--- src/rtl/gt_miss_fill_unit.sv ---
// Miss queue and line-fill engine behind GT_cache: coalesces repeat misses,
// waits a fixed memory latency, then streams each line back as byte beats.
module gt_miss_fill_unit #(
  parameter int unsigned ADDR_W      = 32,
  parameter int unsigned LINE_BYTES  = 8,
  parameter int unsigned QDEPTH      = 4,
  parameter int unsigned MEM_LATENCY = 10
) (
  input  logic              CLK,
  input  logic              RST_N,
  input  logic              miss_valid,
  output logic              miss_ready,
  input  logic [ADDR_W-1:0] miss_addr,
  output logic              fill_valid,
  input  logic              fill_ready,
  output logic [ADDR_W-1:0] fill_addr,
  output logic [7:0]        fill_data,
  output logic              fill_last,
  output logic              busy,
  output logic              merged
);

  localparam int unsigned OFF_W = $clog2(LINE_BYTES);
  localparam int unsigned PTR_W = $clog2(QDEPTH);
  localparam int unsigned CNT_W = $clog2(QDEPTH + 1);
  localparam int unsigned LAT_W = $clog2(MEM_LATENCY + 1);
  localparam logic [ADDR_W-1:0] LINE_MASK = ~ADDR_W'(LINE_BYTES - 1);

  typedef enum logic [1:0] {S_IDLE, S_WAIT, S_BURST} state_t;

  logic [ADDR_W-1:0] q_addr [QDEPTH];
  logic [QDEPTH-1:0] q_vld;
  logic [PTR_W-1:0]  wr_ptr;
  logic [PTR_W-1:0]  rd_ptr;
  logic [CNT_W-1:0]  count;
  state_t            state;
  logic [LAT_W-1:0]  cnt;
  logic [OFF_W-1:0]  beat;

  logic [ADDR_W-1:0] aligned_c;
  logic              accept_c;
  logic              pop_c;
  logic              match_c;
  logic              push_c;
  logic [CNT_W-1:0]  count_nxt_c;

  // Accept/coalesce decode; the head stops counting as a match on its final beat
  always_comb begin
    aligned_c = miss_addr & LINE_MASK;
    accept_c  = miss_valid && miss_ready;
    pop_c     = fill_valid && fill_ready && fill_last;
    match_c   = 1'b0;
    for (int i = 0; i < QDEPTH; i++) begin
      if (q_vld[i] && (q_addr[i] == aligned_c) && !(pop_c && (PTR_W'(i) == rd_ptr))) begin
        match_c = 1'b1;
      end
    end
    push_c      = accept_c && !match_c;
    count_nxt_c = count + CNT_W'(push_c) - CNT_W'(pop_c);
  end

  always_ff @(posedge CLK or negedge RST_N) begin
    if (!RST_N) begin
      for (int i = 0; i < QDEPTH; i++) q_addr[i] <= '0;
      q_vld      <= '0;
      wr_ptr     <= '0;
      rd_ptr     <= '0;
      count      <= '0;
      state      <= S_IDLE;
      cnt        <= '0;
      beat       <= '0;
      miss_ready <= 1'b1;
      fill_valid <= 1'b0;
      fill_addr  <= '0;
      fill_data  <= '0;
      fill_last  <= 1'b0;
      busy       <= 1'b0;
      merged     <= 1'b0;
    end else begin
      merged     <= accept_c && match_c;
      count      <= count_nxt_c;
      miss_ready <= (count_nxt_c != CNT_W'(QDEPTH));
      busy       <= (count_nxt_c != '0);

      if (push_c) begin
        q_addr[wr_ptr] <= aligned_c;
        q_vld[wr_ptr]  <= 1'b1;
        wr_ptr         <= wr_ptr + PTR_W'(1);
      end
      if (pop_c) begin
        q_vld[rd_ptr] <= 1'b0;
        rd_ptr        <= rd_ptr + PTR_W'(1);
      end

      // Service engine: head stays queued (and mergeable) until its last beat
      case (state)
        S_IDLE: begin
          if (count != '0) begin
            state <= S_WAIT;
            cnt   <= LAT_W'(MEM_LATENCY);
          end
        end
        S_WAIT: begin
          if (cnt == LAT_W'(1)) begin
            state      <= S_BURST;
            beat       <= '0;
            fill_valid <= 1'b1;
            fill_addr  <= q_addr[rd_ptr];
            fill_data  <= q_addr[rd_ptr][7:0];
            fill_last  <= 1'b0;
          end else begin
            cnt <= cnt - LAT_W'(1);
          end
        end
        S_BURST: begin
          if (fill_ready) begin
            if (fill_last) begin
              state      <= S_IDLE;
              fill_valid <= 1'b0;
              fill_last  <= 1'b0;
              beat       <= '0;
            end else begin
              beat      <= beat + OFF_W'(1);
              fill_data <= fill_data + 8'd1;
              fill_last <= (beat == OFF_W'(LINE_BYTES - 2));
            end
          end
        end
        default: state <= S_IDLE;
      endcase
    end
  end

endmodule
--- config.mk ---
export PLATFORM = sky130hd
export DESIGN_NAME = gt_miss_fill_unit
export DESIGN_NICKNAME = d
export VERILOG_FILES = /design/src/rtl/gt_miss_fill_unit.sv
export SDC_FILE = /design/constraint.sdc
export NUM_CORES = 1
export LEC_CHECK = 0
export CORE_UTILIZATION = 59
export DETAILED_ROUTE_END_ITERATION = 8
export MAX_ROUTING_LAYER = met4
export PLACE_DENSITY = 0.83
export REMOVE_ABC_BUFFERS = 1
export SLEW_MARGIN = 30
export SYNTH_ARGS = -nofsm -noshare
export SYNTH_HDL_FRONTEND = slang
export SYNTH_SLANG_ARGS = --single-unit
--- constraint.sdc ---
create_clock -name CLK -period 3.62 [get_ports CLK]
set_input_delay 0.724 -clock CLK [delete_from_list [all_inputs] [get_ports CLK]]
set_output_delay 0.724 -clock CLK [all_outputs]
set_load 0.03 [all_outputs]
==> impl_metrics.toml <==
[floorplan]
dieArea_sq_um = 16600
core_area_sq_um = 15400
die_y_microns = 129
core.rowCount = 45
start_util_pct = 61.4
die_x_microns = 129
ioPinCount = 81

[worst_setup_path]
crit_chain = "clkdlybuf4s50_1 -> xnor2_1 -> nand4_1 -> nor4_1 -> buf_4 -> a22oi_2 -> nand4_1 -> ha_1 -> inv_1 -> ha_1 -> fa_1 -> nor2_1 -> nand2b_1"
worstPathArrival_ps = 3800
cp-start-kind = "input pin"
crit_required_ps = 3940
crit_fanout = 7
critPathCaptureType = "flop"
r2r_slack_ps = 410
crit_end = "busy$_DFF_PN0_"
cpMaxStageDelayCell = "clkdlybuf4s50_1"
slowest_delay_ps = 530
crit_cells = 13
path_class = "input pin to flop"
worstReg2RegStart = "rd_ptr[0]$_DFFE_PN0P_"
reg2reg_depth = 13
r2r_end = "busy$_DFF_PN0_"
startpoint = "miss_addr[22]"
cp_top_family = "simple AND/OR/NAND/NOR gates"
path_buf_inv = 3

[sta]
max_freq_mhz = 287
tightest_slew_ps = 849
min_period_over_period_pct = 96.3
finClkSkew_ps = 8.67
relSlewSlack_pct = 43.4
finalSetupViolCount = 0
hold_viol_final = 0
period_needed_ps = 3490
setup_tns_ps = 0
rsz0062_at_grt = "no"
drv_slew = 0

[synth]
ys_seq_area_share_pct = 47.1
yosysWarnings = 0
synth.distinct_cells = 40
syn_avg_cell_area_sq_um = 13.3
synth-seq-cells = 178
synthFlopType = "dfrtp_1"
syn-instance-count = 713
async_flop_share_pct = 100
synth_edf_count = 0
syn_area_sq_um = 9470

[power_and_ir_drop]
intPower_w = 0.00673
power.clock.fraction_pct = 18.3
power_density_nw_per_um2 = 949
power_switching_share_pct = 36.4
switchingPower_w = 0.00385
totalPowerFinal_w = 0.0106
total_leakage_power_nw = 4.64
seqPwrFrac_pct = 37.0
vdd_drop_max_mv = 0.533
power_frac_comb_pct = 44.7

[cells_and_area]
diodes = 0
layout_common_cells = "dfrtp_1, mux2_2, xnor2_1, clkdlybuf4s50_1, buf_4"
post-route-util_pct = 72.3
final_cell_area_sq_um = 11200
fin_cells = 1027
multiInputGateArea_sq_um = 4510
fillers = 965
synthToLayoutAreaGrowth_pct = 17.8
regArea_sq_um = 4460
finalNetCount = 855
layout_commonest_cell = "dfrtp_1"
drive_gt1_share_pct = 32.7

[clock_network]
clock_sinks = 178
clk_latency_ps = 440
cts_inserted_buffers = 17
postCtsResizedCells = 0
clk_pin_slew_ps = 60
root_buffer = "clkbuf_16"
postCtsSetupRepairBufs = 0
ctsHoldBuffers = 0
clockBufferDepth = 2
htreeDepth = 4
cts_tree = "built"

[routing]
drc_errors = 0
drtAntennaViolNets = 0
vias = 6060
dr.first_iter.drc_count = 570
routed_wl_mm = 21.5
firstDrtPassIters = 6
viasPerCell = 5.90
routedWlPerCell_microns = 20.9

[global_route]
track_usage_pct = 29.1
antenna_found_initial = 0
grt_pass1_vias = 6410
grt_pass1_wl_mm = 34.5
overflow = 0
grt_start_max_net_pins = 85

[placement]
place.port_buffers = 74
dp_hpwl_mm = 15.0
placed_cells = 995
dpl_cell_area_sq_um = 10500
gp_congestion = 0.859

[job]
cap_violations = 0

[run_status]
status = "complete, no violations"

[hold_path]
hold_path.class = "input pin to asynchronous set/reset pin"
==> layer usage <==
metal / GRT usage, % / share of wire (%) / vias up
li1: - / - / 2700
met1: 36.1 / 43 / 3137
met2: 47.8 / 51 / 185
met3: 5.74 / 4.0 / 38
met4: 10.4 / 2.1 / 0
met5: - / 0 / -
==> power by group through the flow <==
stage                     Combinational [W]  Sequential [W]  Clock, W
final                               0.00473         0.00392   0.00194
after global routing                0.00504         0.00403   0.00205
after CTS                           0.00474         0.00390   0.00197
after detailed placement            0.00468         0.00392         0
after global placement              0.00455         0.00379         0
after floorplan                     0.00273         0.00419         0
==> worst min path at each step <==
stage | end | cells past startpoint
6_report | state[1]$_DFFE_PN0P_ | 1
5_1_grt | state[1]$_DFFE_PN0P_ | 1
4_1_cts | state[0]$_DFFE_PN0P_ | 1
3_5_place_dp | fill_addr[31]$_DFFE_PN0P_ | 1
3_3_place_gp | fill_addr[7]$_DFFE_PN0P_ | 1
2_1_floorplan | beat[0]$_DFFE_PN0P_ | 0
==> stage by stage <==
step | worst slack, ps | hold WS, ps
after floorplan | -138 | 428
after global placement | -271 | 491
after detailed placement | -299 | 495
after CTS | 153 | 280
after global routing | 6.61 | 289
final | 135 | 256
==> cell usage after synthesis (2+ instances only) <==
library cell / instances / area share, %
nand3_2: 4 / 0.42
a32o_1: 2 / 0.21
nand3_1: 10 / 0.53
nand2_1: 20 / 0.79
nor3_1: 2 / 0.11
clkbuf_1: 9 / 0.36
nand2b_1: 3 / 0.20
buf_1: 3 / 0.12
mux2_2: 127 / 15
nor3b_1: 2 / 0.16
and3_1: 7 / 0.46
mux2_4: 18 / 2.9
dfrtp_1: 177 / 47
xnor2_1: 121 / 11
and2_1: 2 / 0.13
a22oi_2: 2 / 0.26
mux4_2: 29 / 6.9
nor2b_1: 2 / 0.13
nor2_1: 11 / 0.44
a21oi_1: 8 / 0.42
a21boi_0: 4 / 0.32
nor4_1: 9 / 0.59
buf_4: 26 / 2.1
o21ai_0: 16 / 0.85
ha_1: 15 / 2.0
buf_2: 3 / 0.16
inv_1: 14 / 0.55
nand4_1: 33 / 2.2
buf_6: 19 / 2.3
a31oi_1: 5 / 0.33
==> registers in the layout, indices dropped and copies added (netlist names), 3 cells and up <==
signal and flops:
q_vld 4, fill_addr 29, count 3, cnt 4, beat 3, q_addr 116, fill_data 8
==> kinds of logic after synthesis <==
family	count (synthesis)	share of synthesized area (%)
flops	178	47.1
other cells	1	0.0396
simple gates	107	6.29
xor+xnor	122	11.3
compound gates	40	2.67
buf+inv	74	5.51
mux	175	25.0
fa+ha+maj	16	2.19
==> final cells by class <==
class / instances / area share, %
clock buffer: 25 / 4.44
clock inverter: 7 / 1.08
inverter: 14 / 0.471
multi-input combinational: 463 / 40.4
sequential: 178 / 40.0
tap: 211 / 2.37
timing repair buffer: 129 / 11.3
Note: power is estimated with default switching activity, not from simulation.
